<file path="config.mk">
export PLATFORM = sky130hd
export DESIGN_NAME = tick_pulse_generator
export DESIGN_NICKNAME = d
export VERILOG_FILES = /design/src/rtl/tick_pulse_generator.sv
export SDC_FILE = /design/constraint.sdc
export NUM_CORES = 1
export LEC_CHECK = 0
export ABC_AREA = 1
export ABC_CLOCK_PERIOD_IN_PS = 1830
export CORE_MARGIN = 10
export CORE_UTILIZATION = 40
export CTS_CLUSTER_DIAMETER = 100
export CTS_CLUSTER_SIZE = 30
export DETAILED_ROUTE_END_ITERATION = 8
export PLACE_DENSITY = 0.61
export SLEW_MARGIN = 20
export SYNTH_ARGS = -nofsm -noshare
export SYNTH_HDL_FRONTEND = slang
export SYNTH_SLANG_ARGS = --single-unit
</file>
<file path="constraint.sdc">
create_clock -name CLOCK_50 -period 1.83 [get_ports CLOCK_50]
set_input_delay 0.366 -clock CLOCK_50 [delete_from_list [all_inputs] [get_ports CLOCK_50]]
set_output_delay 0.366 -clock CLOCK_50 [all_outputs]
set_load 0.005 [all_outputs]
</file>
<file path="src/rtl/tick_pulse_generator.sv">
// Tick source for a BCD display counter: free-running divider with run/pause
// and single-step pushbuttons, each synchronized, debounced and edge-detected.
//
// state   | meaning
// --------+-----------------------------------------------------------
// S_RUN   | divider advances, tick on the DIV-1 count
// S_PAUSE | divider held, tick only as a single step from KEY2
module tick_pulse_generator #(
  parameter int CLK_HZ          = 50_000_000,
  parameter int TICK_HZ         = 1,
  parameter int DEBOUNCE_CYCLES = 1_000_000
) (
  input  logic CLOCK_50,
  input  logic KEY0,
  input  logic KEY1,
  input  logic KEY2,
  output logic tick,
  output logic running
);

  localparam int DIV   = CLK_HZ / TICK_HZ;
  localparam int DIV_W = (DIV < 2) ? 1 : $clog2(DIV);
  localparam int DB_W  = (DEBOUNCE_CYCLES < 1) ? 1 : $clog2(DEBOUNCE_CYCLES + 1);

  localparam logic [DIV_W-1:0] DIV_LAST = DIV_W'(DIV - 1);
  localparam logic [DB_W-1:0]  DB_LAST  = DB_W'(DEBOUNCE_CYCLES - 1);

  if (DIV < 2) begin : g_bad_div
    $error("tick_pulse_generator: CLK_HZ/TICK_HZ must be at least 2");
  end

  if (DEBOUNCE_CYCLES < 1) begin : g_bad_debounce
    $error("tick_pulse_generator: DEBOUNCE_CYCLES must be at least 1");
  end

  typedef enum logic {
    S_PAUSE = 1'b0,
    S_RUN   = 1'b1
  } state_t;

  // Bit 0 is the run/pause key, bit 1 the single-step key.
  logic [1:0]      key_raw;
  logic [1:0]      sync1_q;
  logic [1:0]      sync2_q;
  logic [1:0]      level_q;
  logic [1:0]      press_q;
  logic [DB_W-1:0] cnt_q [0:1];

  assign key_raw = {KEY2, KEY1};

  always_ff @(posedge CLOCK_50) begin
    if (KEY0) begin
      sync1_q <= '0;
      sync2_q <= '0;
      level_q <= '0;
      press_q <= '0;
      for (int k = 0; k < 2; k++) begin
        cnt_q[k] <= '0;
      end
    end else begin
      sync1_q <= key_raw;
      sync2_q <= sync1_q;
      for (int k = 0; k < 2; k++) begin
        press_q[k] <= 1'b0;
        if (sync2_q[k] == level_q[k]) begin
          cnt_q[k] <= '0;
        end else if (cnt_q[k] == DB_LAST) begin
          // Level flips on the last qualifying sample; a rising flip is the press.
          level_q[k] <= sync2_q[k];
          cnt_q[k]   <= '0;
          press_q[k] <= sync2_q[k];
        end else begin
          cnt_q[k] <= cnt_q[k] + DB_W'(1);
        end
      end
    end
  end

  state_t           state_q;
  state_t           state_d;
  logic [DIV_W-1:0] div_q;
  logic [DIV_W-1:0] div_d;
  logic             tick_q;
  logic             tick_d;
  logic             running_q;
  logic             toggle;
  logic             step;

  always_comb begin
    toggle  = press_q[0];
    step    = 1'b0;
    state_d = state_q;
    div_d   = div_q;

    if (toggle) begin
      state_d = (state_q == S_RUN) ? S_PAUSE : S_RUN;
    end

    if (state_q == S_RUN) begin
      div_d = (div_q == DIV_LAST) ? '0 : div_q + DIV_W'(1);
    end else begin
      step = press_q[1] && !toggle;
    end

    // Registered look-ahead: tick_q lines up with the cycle div_q sits at DIV-1 in RUN.
    tick_d = ((state_d == S_RUN) && (div_d == DIV_LAST)) || step;
  end

  always_ff @(posedge CLOCK_50) begin
    if (KEY0) begin
      state_q   <= S_RUN;
      div_q     <= '0;
      tick_q    <= 1'b0;
      running_q <= 1'b1;
    end else begin
      state_q   <= state_d;
      div_q     <= div_d;
      tick_q    <= tick_d;
      running_q <= (state_d == S_RUN);
    end
  end

  assign tick    = tick_q;
  assign running = running_q;

endmodule

</file>
== Word-level counts from Yosys, hierarchy flattened ==
Memory sizes are Yosys's and may differ from the RTL's.
Cells that the tools add are included.

* Reductions and logical operators: 8
* Bitwise gates (word level): 10
* Muxes and demuxes: 35
* Eq/ne operators: 6
* Add/subtract/negate cells: 3

{| class="wikitable"
|+ Operators with widths
! kind !! count
|-
| 2-to-1 mux 20 bit || 6
|-
| equality test 26 bit (second input constant) || 2
|-
| 2-to-1 mux 26 bit || 2
|-
| adder 20 x 1 -> 20 bit (second input constant) || 2
|-
| equality test 20 bit (second input constant) || 2
|-
| 2-to-1 mux 1 bit || 27
|-
| adder 26 x 1 -> 26 bit (second input constant) || 1
|-
| bitwise OR 1 bit || 6
|-
| OR reduction 3 bit || 2
|-
| NOT 1 bit || 4
|-
| AND reduction 2 bit || 2
|-
| equality test 1 bit || 2
|-
| logical AND 1 bit || 2
|-
| logical NOT 1 bit || 1
|-
| logical OR 1 bit || 1
|}

* Output and inout port bits: 2
* RAM bits: 40
* Register bits after elaboration: 36
* Memories: 1
* Bits of input ports: 4

{| class="wikitable"
|+ Memory list
! memory !! depth !! width !! rd ports !! clocked after memory_dff !! wr ports !! line !! text
|-
| cnt_q || 2 || 20 || 2 || 0 || 2 || 47 || <nowiki>logic [DB_W-1:0] cnt_q [0:1];</nowiki>
|}

== Logic depth before layout (Yosys ltp) ==
* Depth after elaboration: 7
* Mapped depth: 15

== Worst setup path after synthesis ==
No wires, ideal clock.

* Path kind: register to register
* Start point: memory cnt_q[1][0] in the netlist's numbering
* End point: memory cnt_q[1][18] in the netlist's numbering (data pin)
* Cell stages (with the launch flop): 13
* Arrival time: 1569 ps
* Period minus slack after synthesis: 1825 ps
* Library setup time: 257 ps
* Setup slack: 5 ps
* Cell sequence: edfxtp_1 ha_1 nand3_2 nor2_4 nand3_2 nor2_2 nand3_1 nor2_1 nand2_1 clkinv_1 nand3b_1 o21ai_1 a21oi_1

{| class="wikitable"
|+ RTL lines
! element !! line
|-
| start: declaration || 47
|}

==> impl_metrics.yaml <==
status:
  status: "finished with violations"
  violated_checks: "negative setup slack"
clocking:
  clock_latency_ns: 0.37
  cts_hold_repair.buffers: 0
  clock_tree.root_cell: "sky130_fd_sc_hd__clkbuf_8"
  cts_tree: "built"
  clock_tree.htree_level_count: 3
  cts-buffers-inserted: 9
  clock_sinks: 76
  cts.reportedPaths.clkPinSlew_ns: 0.08
  cts_max_path_buffers: 2
setup_path:
  ff2ff_setup_slack_ns: -0.19
  worst-r2r-cell-count: 12
  timing.critical_path.required_ns: 2.06
  setup.worst_path.end_class: "register"
  worst_r2r_startpoint: "cnt_q[1][1]"
  worstSetupPathType: "register to register"
  setup.worst_path.start_class: "register"
  worstReg2RegEnd: "cnt_q[1][10]"
  worstPathMaxFanout: 2
  timing.critical_path.arrival_ns: 2.25
synth:
  yosys.area.top_type_share: 0.2846
  synth.yosys.seq_area_share: 0.4554
  synth_cells: 547
  synth_area_leaders: "sky130_fd_sc_hd__edfxtp_1 28%, sky130_fd_sc_hd__dfxtp_1 17%, sky130_fd_sc_hd__nand2_1 10%"
  yosys.area_share.adder: 0.008894
  multiplexer_area_fraction_after_synthesis: 0
  synth.lib_cells_used.distinct: 38
  synth_area_per_cell_um2: 7.715
  synth-seq-cells: 76
  syn_area_um2: 4220
  synthArstFlopShare: 0
  number_of_enable_type_register_cells_in_the_synthesized_netlist: 40
  post_synth_and_or_nand_nor_area_fraction: 0.3641
  synth_top_flop_cell: "sky130_fd_sc_hd__edfxtp_1"
  synth_top_family_by_area: "simple AND/OR/NAND/NOR gates"
  post_synth_xor_area_fraction: 0.03113
  yosysWarnings: 0
  area_fraction_in_compound_gates_after_synthesis: 0.06789
  synth_top_cell_by_area: "sky130_fd_sc_hd__edfxtp_1"
grt:
  track_usage: 0.1324
  grt_antenna_before_repair: 0
  largest_net_degree_at_the_start_of_global_routing: 19
  first_global_vias: 3690
  first_pass_grt_wire_length_um: 16340
  overflow: 0
drt:
  antenna_left: 0
  met3RoutedLength_um: 276
  via_per_inst: 4.723
  detailroute.wirelength.met2_um: 5184
  top_layer_reached_by_signal_wires: "met4"
  drt_iter0_markers: 179
  routed-via-count: 3887
  finalWirelength_um: 10180
  dr.pass1.iters: 4
  wire_length_the_detailed_router_placed_on_met1_um: 4520
  number_of_remaining_drc_errors: 0
  routed_wire_length_per_instance_um: 12.37
worst_hold_path:
  worstHoldPathType: "register to register"
  timing.hold.worst_path_depth: 2
  hold_start: "sync1_q[0]"
  hold_end: "sync2_q[0]"
final_layout:
  final_cell_area_um2: 5694
  areaGrowthSynthToFinish_pct: 34.92
  seqCellArea_um2: 1928
  layout_cell_share_with_drive_strength_beyond_1: 0.2751
  post_layout_nets: 689
  footprint_of_the_multi_input_gates_um2: 2404
  diodes: 0
  finish.utilization: 0.5516
  instances_no_fill: 823
  final.fill_count: 926
sta:
  layout_setup_ws_ns: -0.1933
  hold_violations: 0
  fmax_ghz: 0.4942
  setup_repair_after_global_routing_missed_its_margin: "true"
  timing.final.max_slew_violations: 0
  finalSetupViolCount: 9
  finalCriticalPeriod_ns: 2.023
  finalCritPeriodShare: 1.106
  fin_worst_skew_ns: 0.008185
place:
  placedCellCount: 786
  instance_area_after_placement_um2: 5039
  pre_cts_slack_ns: -0.09790
  io_buffers: 5
  place_hpwl_um: 7039
  globalplace.congestion: 0.9061
power_and_ir_drop:
  power_density_nw_per_um2: 623.6
  vdd_ir_max_mv: 0.2969
  power.static_leakage_nw: 2.263
die:
  fp.dieArea_um2: 15060
  core.rowCount: 37
  fp.dieW_um: 122.7
  io_pins: 6
  coreArea_um2: 10320
  start_util: 0.4088
  fp.dieH_um: 122.7
flow_run:
  cap_violations: 0
synth_stat cells, types with 9 or more instances:
cell and instances:
sky130_fd_sc_hd__o21ai_0 13, sky130_fd_sc_hd__nand3_1 32, sky130_fd_sc_hd__inv_1 67, sky130_fd_sc_hd__nor2_4 9
sky130_fd_sc_hd__nor2_1 96, sky130_fd_sc_hd__nor3_1 21, sky130_fd_sc_hd__nand4_1 18, sky130_fd_sc_hd__edfxtp_1 40
sky130_fd_sc_hd__nand2_1 116, sky130_fd_sc_hd__xor2_1 9, sky130_fd_sc_hd__dfxtp_1 36, sky130_fd_sc_hd__a21oi_1 21
critical path: stages (launching register included):
cell                       delay, ns
sky130_fd_sc_hd__edfxtp_1       0.40
sky130_fd_sc_hd__ha_2           0.23
sky130_fd_sc_hd__nand3_4        0.10
sky130_fd_sc_hd__nor2_4         0.05
sky130_fd_sc_hd__nand3_4        0.08
sky130_fd_sc_hd__nor2_4         0.05
sky130_fd_sc_hd__buf_4          0.13
sky130_fd_sc_hd__buf_4          0.12
sky130_fd_sc_hd__buf_4          0.12
sky130_fd_sc_hd__buf_4          0.12
sky130_fd_sc_hd__buf_4          0.13
sky130_fd_sc_hd__a21oi_1        0.17
sky130_fd_sc_hd__o21a_1         0.19
cell usage in the layout (no fill, tap or decap), types with 7 or more instances in the layout:
cell type,Yosys,final
sky130_fd_sc_hd__nor3_1,21,14
sky130_fd_sc_hd__inv_1,67,65
sky130_fd_sc_hd__clkbuf_8,0,9
sky130_fd_sc_hd__o21ai_0,13,7
sky130_fd_sc_hd__a21oi_1,21,17
sky130_fd_sc_hd__nor2_2,4,9
sky130_fd_sc_hd__edfxtp_1,40,40
sky130_fd_sc_hd__o21bai_1,8,8
sky130_fd_sc_hd__nand2_1,116,105
sky130_fd_sc_hd__nand3_1,32,28
sky130_fd_sc_hd__buf_4,2,85
sky130_fd_sc_hd__dfxtp_1,36,33
sky130_fd_sc_hd__nand3_2,8,8
sky130_fd_sc_hd__nor2_1,96,84
sky130_fd_sc_hd__nor2_4,9,16
sky130_fd_sc_hd__nand4_1,18,18
sky130_fd_sc_hd__nand2_2,8,19
sky130_fd_sc_hd__o21ai_1,2,7
sky130_fd_sc_hd__xor2_1,9,9
sky130_fd_sc_hd__conb_1,1,40
how the worst max path moves through the flow:
stage                       from            to  slack, ns
floorplan            cnt_q[1][0]  cnt_q[1][18]      0.005
global placement     cnt_q[0][0]  cnt_q[0][18]      -0.04
detailed placement  cnt_q[1][15]  cnt_q[1][12]       -0.1
CTS                  cnt_q[0][0]  cnt_q[0][14]      -0.08
global route         cnt_q[1][1]  cnt_q[1][10]      -0.25
finish               cnt_q[1][1]  cnt_q[1][10]      -0.19
final cells by class:
type | count | area share
repair buffers | 92 | 0.1246
well taps | 136 | 0.02988
clock inverters | 7 | 0.01604
multi-input cells | 434 | 0.4221
flip-flops and latches | 76 | 0.3386
clock buffers | 9 | 0.02175
inverters | 69 | 0.04702
flip-flops by register name, indices dropped and copies added (netlist names):
register and flops:
running 1, level_q 2, cnt_q 40, tick 1
sync2_q 2, press_q 2, div_q 26, sync1_q 2
report_power, final:
| part | switching (W) | internal [W] |
|---|---|---|
| combinational | 0.000134 | 0.0000907 |
| clock | 0.000693 | 0.000760 |
| sequential | 0.0000369 | 0.00184 |
layer usage:
layer | vias up | track usage
met5 | - | 0
met4 | 0 | 0.06627
met3 | 15 | 0.02112
met2 | 56 | 0.2222
met1 | 1792 | 0.1610
li1 | 2024 | -
cell families (layout without fill, tap and decap cells):
| logic type | after synthesis | in the layout |
|---|---|---|
| DFF | 76 | 76 |
| adders and majority gates | 3 | 3 |
| other | 1 | 40 |
| buffers and inverters | 76 | 177 |
| xor gates and xnor gates | 15 | 15 |
| and+or+nand+nor | 326 | 326 |
| AOI/OAI and AO/OA | 50 | 50 |
timing repair:
item	CTS	global route
resized for setup	29	51
pin swaps	6	29
endpoints found under the setup margin	34	41
setup buffers	5	17
through the flow:
stage,hold slack (ns),total power [W],TNS (ns)
after floorplan,0.3883,0.002017,0
after global placement,0.3910,0.002093,-0.1590
after detailed placement,0.3969,0.002098,-1.564
after CTS,0.4093,0.003538,-0.3044
after global routing,0.4295,0.003669,-3.178
final,0.4057,0.003551,-0.4629
Note: power is estimated with default switching activity, not from simulation.
==> variant 1 (same settings) <==
Put one more register stage on the output `running`, without a reset. The value now appears one clock later. The other outputs are not delayed to match.
--- a/src/rtl/tick_pulse_generator.sv
+++ b/src/rtl/tick_pulse_generator.sv
@@ -123,3 +123,5 @@
   assign tick    = tick_q;
-  assign running = running_q;
+  always_ff @(posedge CLOCK_50) begin
+    running <= running_q;
+  end
 
Formal check against the unedited RTL: not equivalent (Yosys sat finds a counterexample within 4 cycles, from zero or initial values).
==> variant 1 against the original RTL <==
  * The flow still finishes with violations (setup timing)
  * Total power fell by 0.40%
  * Synthesized cell count up 0.18%
  * Combinational power increased by 15%
  * Setup slack better by 0.028 ns
  * First-iteration DRC count is 63% higher
  * Area after synthesis rose by 0.47%
  * Count of clock-buffer cells in the layout rose by 2
  * Final area is 5.6% higher
  * Clock power down 5%
  * Sequential cell count grew 1
  * Wire length up 1.3%
  * Non-clock buffer count rose by 13
  * Critical endpoint unchanged
  * Highest routed layer unchanged
==> variant 1: results (changes against the original RTL) <==
* Via count at 3994 (+2.8%)
* Synth Flop Type: edfxtp_1
* Final setup margin at -0.165 ns (+0.0284 ns)
* Lkg Pwr at 2.38 nW (+5.2%)
* WP data arrival at 2.13 ns (-0.12 ns)
* Overall Global Routing Usage at 13.3% (+0.027 points)
* Drt wl/cell at 12.3 um (-0.35%)
* Post-DP HPWL at 7070 um (+0.40%)
* Nets@finish at 703 (+2.0%)
* Pin count of the biggest net entering global routing at 18 (-1)
* Pre-CTS WS at -0.145 ns (-0.0468 ns)
* Final cell count without fillers at 837 (+1.7%)
* Top post-synthesis cells by area: edfxtp_1, dfxtp_1, nand2_1
* Layout cells sized above 1 at 33.7% (+6.2 points)
* First-pass GRT wire length at 16300 um (-0.30%)
* Mapped Cells at 548 (+0.18%)
* Commonest cells post-synth: nand2_1, nor2_1, inv_1
* Register area share after synthesis at 45.8% (+0.26 points)
* Fin Clk Skew at 0.00703 ns (-0.00116 ns)
* Status: complete, but fails checks
* Clk buf depth at 2 (unchanged)
* Failing checks: setup timing
* CP delay by family, top: buffers and inverters
* VDD IR max at 0.289 mV (-2.7%)
* # setup viols final at 8 (-1)
* Filler Cell Count at 910 (-1.7%)
* DRT iter0 DRCs at 292 (+63%)
* Routability cong. at 0.888 (-2.1%)
* Placed cells at 794 (+1.0%)
-- variant 1: cell types whose count changed in the layout (fill, tap and decap cells not counted), sizes merged, moves of 2 or more --
cell	before	now
bufinv	2	0
buf	87	100
clkbuf	9	11
clkinvlp	3	1
inv	68	71
-- variant 1: logic make-up after synthesis --
family,after synthesis,synth area share [%]
simple gates,326,36.2
flops,77,45.8
buf+inv,76,7.14
compound gates,50,6.76
xor+xnor,15,3.10
fa+ha+maj,3,0.885
other cells,1,0.0884
-- variant 1: worst reg2reg max path, cell delays in order, from the launching register on --
cell      delay, ns
edfxtp_1       0.40
buf_4          0.16
ha_4           0.17
nand3_4        0.09
nor2_4         0.05
nand3_2        0.09
nor2_4         0.04
buf_4          0.12
buf_4          0.12
buf_4          0.12
buf_4          0.12
buf_4          0.12
o21a_1         0.16
-- variant 1: cell type report --
| cell class | count | area (um^2) | area share, % |
|---|---|---|---|
| repair buffers | 105 | 862 | 14.3 |
| inverters | 69 | 265 | 4.41 |
| clock buffers | 11 | 174 | 2.89 |
| well taps | 136 | 170 | 2.83 |
| multi-input cells | 434 | 2540 | 42.3 |
| clock inverters | 5 | 36.3 | 0.604 |
| flip-flops and latches | 77 | 1960 | 32.6 |
-- variant 1: report_power, final --
part,internal (mW),switching [mW]
combinational,0.111,0.149
clock,0.666,0.712
sequential,1.86,0.0403
total,2.64,0.901
-- variant 1: worst paths after layout --
check,start,to,slack [ns],cells after the start
max,cnt_q[1][0],cnt_q[1][10],-0.16,12
min,sync1_q[0],sync2_q[0],0.41,2
max reg2reg,cnt_q[1][0],cnt_q[1][10],-0.16,12
min reg2reg,sync1_q[0],sync2_q[0],0.41,2
-- variant 1: layer usage --
layer  track usage [%]  wire, um  vias to the layer above  share of wire (%)
met5                 0         0                        -                  0
met4              6.11       184                        0                1.8
met3              2.32       315                       12                3.1
met2              20.5      4980                       67                 48
met1              17.7      4830                     1849                 47
li1                  -         -                     2066                  -
-- variant 1: repair_timing --
item,in CTS,in global routing
gates cloned,0,0
endpoints found under the setup margin,33,41
gates resized for setup,34,104
setup buffers,9,19
pin swaps,13,30
-- variant 1: per-stage QoR --
| stage | setup TNS [ns] | util (%) | hold slack, ns | area, um^2 |
|---|---|---|---|---|
| after floorplan | 0 | - | 0.351 | 4390 |
| after global placement | -2.70 | 49.5 | 0.397 | 5110 |
| after detailed placement | -1.99 | 49.5 | 0.400 | 5110 |
| after CTS | -0.220 | 53.2 | 0.411 | 5490 |
| after global routing | -3.05 | 58.2 | 0.435 | 6010 |
| final | -0.498 | 58.2 | 0.407 | 6010 |
==> variant 2 (same settings) <==
Made on the original files. `DEBOUNCE_CYCLES`: 1_000_000 -> 2_000_000.
--- a/src/rtl/tick_pulse_generator.sv
+++ b/src/rtl/tick_pulse_generator.sv
@@ -10,3 +10,3 @@
   parameter int TICK_HZ         = 1,
-  parameter int DEBOUNCE_CYCLES = 1_000_000
+  parameter int DEBOUNCE_CYCLES = 2_000_000
 ) (
Behaviour: same outputs for any inputs over 10 cycles, from zero or initial values; that may be too few to reach the edited logic, so the function may still have changed.
==> variant 2 against the original RTL <==
  * The flow still finishes with violations (setup timing)
  * Total power is 12% higher
  * Maximum frequency is 5.1% higher
  * Wire length is 12% higher
  * Global-route usage is 0.22 points higher
  * Setup slack better by 0.098 ns
  * Final area is 12% higher
  * Via count is 9.9% higher
  * Area after synthesis is 7.2% higher
  * Sequential cell count is 2 higher
  * Critical endpoint is now cnt_q[0][18]
==> variant 2: results (changes against the original RTL) <==
* VDD IR max at 0.789 mV (+170%)
* Layout cells sized above 1 at 31.9% (+4.4 points)
* XOR/XNOR Fraction of Synth Area at 3.87% (+0.76 points)
* Met3 Use GR at 4.29% (+2.2 points)
* Post-DP HPWL at 8130 um (+15%)
* Placed cell area at 5570 um^2 (+11%)
* Commonest cells post-synth: nand2_1, nor2_1, inv_1
* M1 GR Usage at 16.2% (+0.11 points)
* Vias in the first global route at 4040 (+9.5%)
* Root Driver: clkbuf_16
* Avg Inst Size Synth at 7.52 um^2 (-2.6%)
* Pin count of the biggest net entering global routing at 30 (+11)
* Synth Area in Adders at 0.829% (-0.060 points)
* Placed cells at 870 (+11%)
* Biggest regs: cnt_q: 42 flops, div_q: 26 flops
* DRT iter0 DRCs at 228 (+27%)
* CP Max Fanout at 3 (+1)
* Post-synth EDFFs at 42 (+5.0%)
* First-pass GRT wire length at 18000 um (+10%)
* Lkg Pwr at 2.69 nW (+19%)
* Pre-CTS WS at -0.130 ns (-0.0324 ns)
* Routability cong. at 0.953 (+5.2%)
* Top post-synthesis cells by area: edfxtp_1, dfxtp_1, nand2_1
* Final setup margin at -0.0949 ns (+0.0984 ns)
* Via count at 4271 (+9.9%)
* CP delay by family, top: simple AND/OR/NAND/NOR gates
* Net switching power at 933 uW (+8.0%)
* Nets@finish at 767 (+11%)
* Failing checks: setup timing
* Fin Clk Skew at 0.00513 ns (-0.00305 ns)
* WL final at 11400 um (+12%)
* Overall Global Routing Usage at 13.5% (+0.22 points)
* Met2 GRT Util at 22.4% (+0.17 points)
* # setup viols final at 9 (unchanged)
* Drt wl/cell at 12.6 um (+1.5%)
* Status: complete, but fails checks
* Reg clk slew, reported paths at 0.06 ns (-0.02 ns)
* WL met2 at 5630 um (+8.6%)
* Crit path largest cell delay at 0.43 ns (+0.03 ns)
-- variant 2: power groups by stage --
stage	combinational (mW)	sequential, mW	clock (mW)
global route	0.250	1.94	1.93
floorplan	0.110	1.97	0
finish	0.223	1.94	1.81
detailed placement	0.191	1.97	0
global placement	0.189	1.97	0
CTS	0.197	1.93	1.87
-- variant 2: worst paths after layout --
check / from / to / slack, ns / cells after the start
max: cnt_q[0][0] / cnt_q[0][18] / -0.09 / 10
min reg2reg: sync1_q[0] / sync2_q[0] / 0.40 / 2
min: sync1_q[0] / sync2_q[0] / 0.40 / 2
max reg2reg: cnt_q[0][0] / cnt_q[0][18] / -0.09 / 10
-- variant 2: final cells by class --
type,count,area (um^2)
Tap cell,140,175
Fill cell,977,4570
Clock inverter,7,73.8
Clock buffer,9,225
Inverter,81,304
Sequential cell,78,2010
Multi-Input combinational cell,477,2680
Timing Repair Buffer,113,900
-- variant 2: timing repair --
action	4_1_cts	5_1_grt
setup endpoints to repair	12	32
buffers inserted	6	14
pin swaps	2	38
resized for setup	15	91
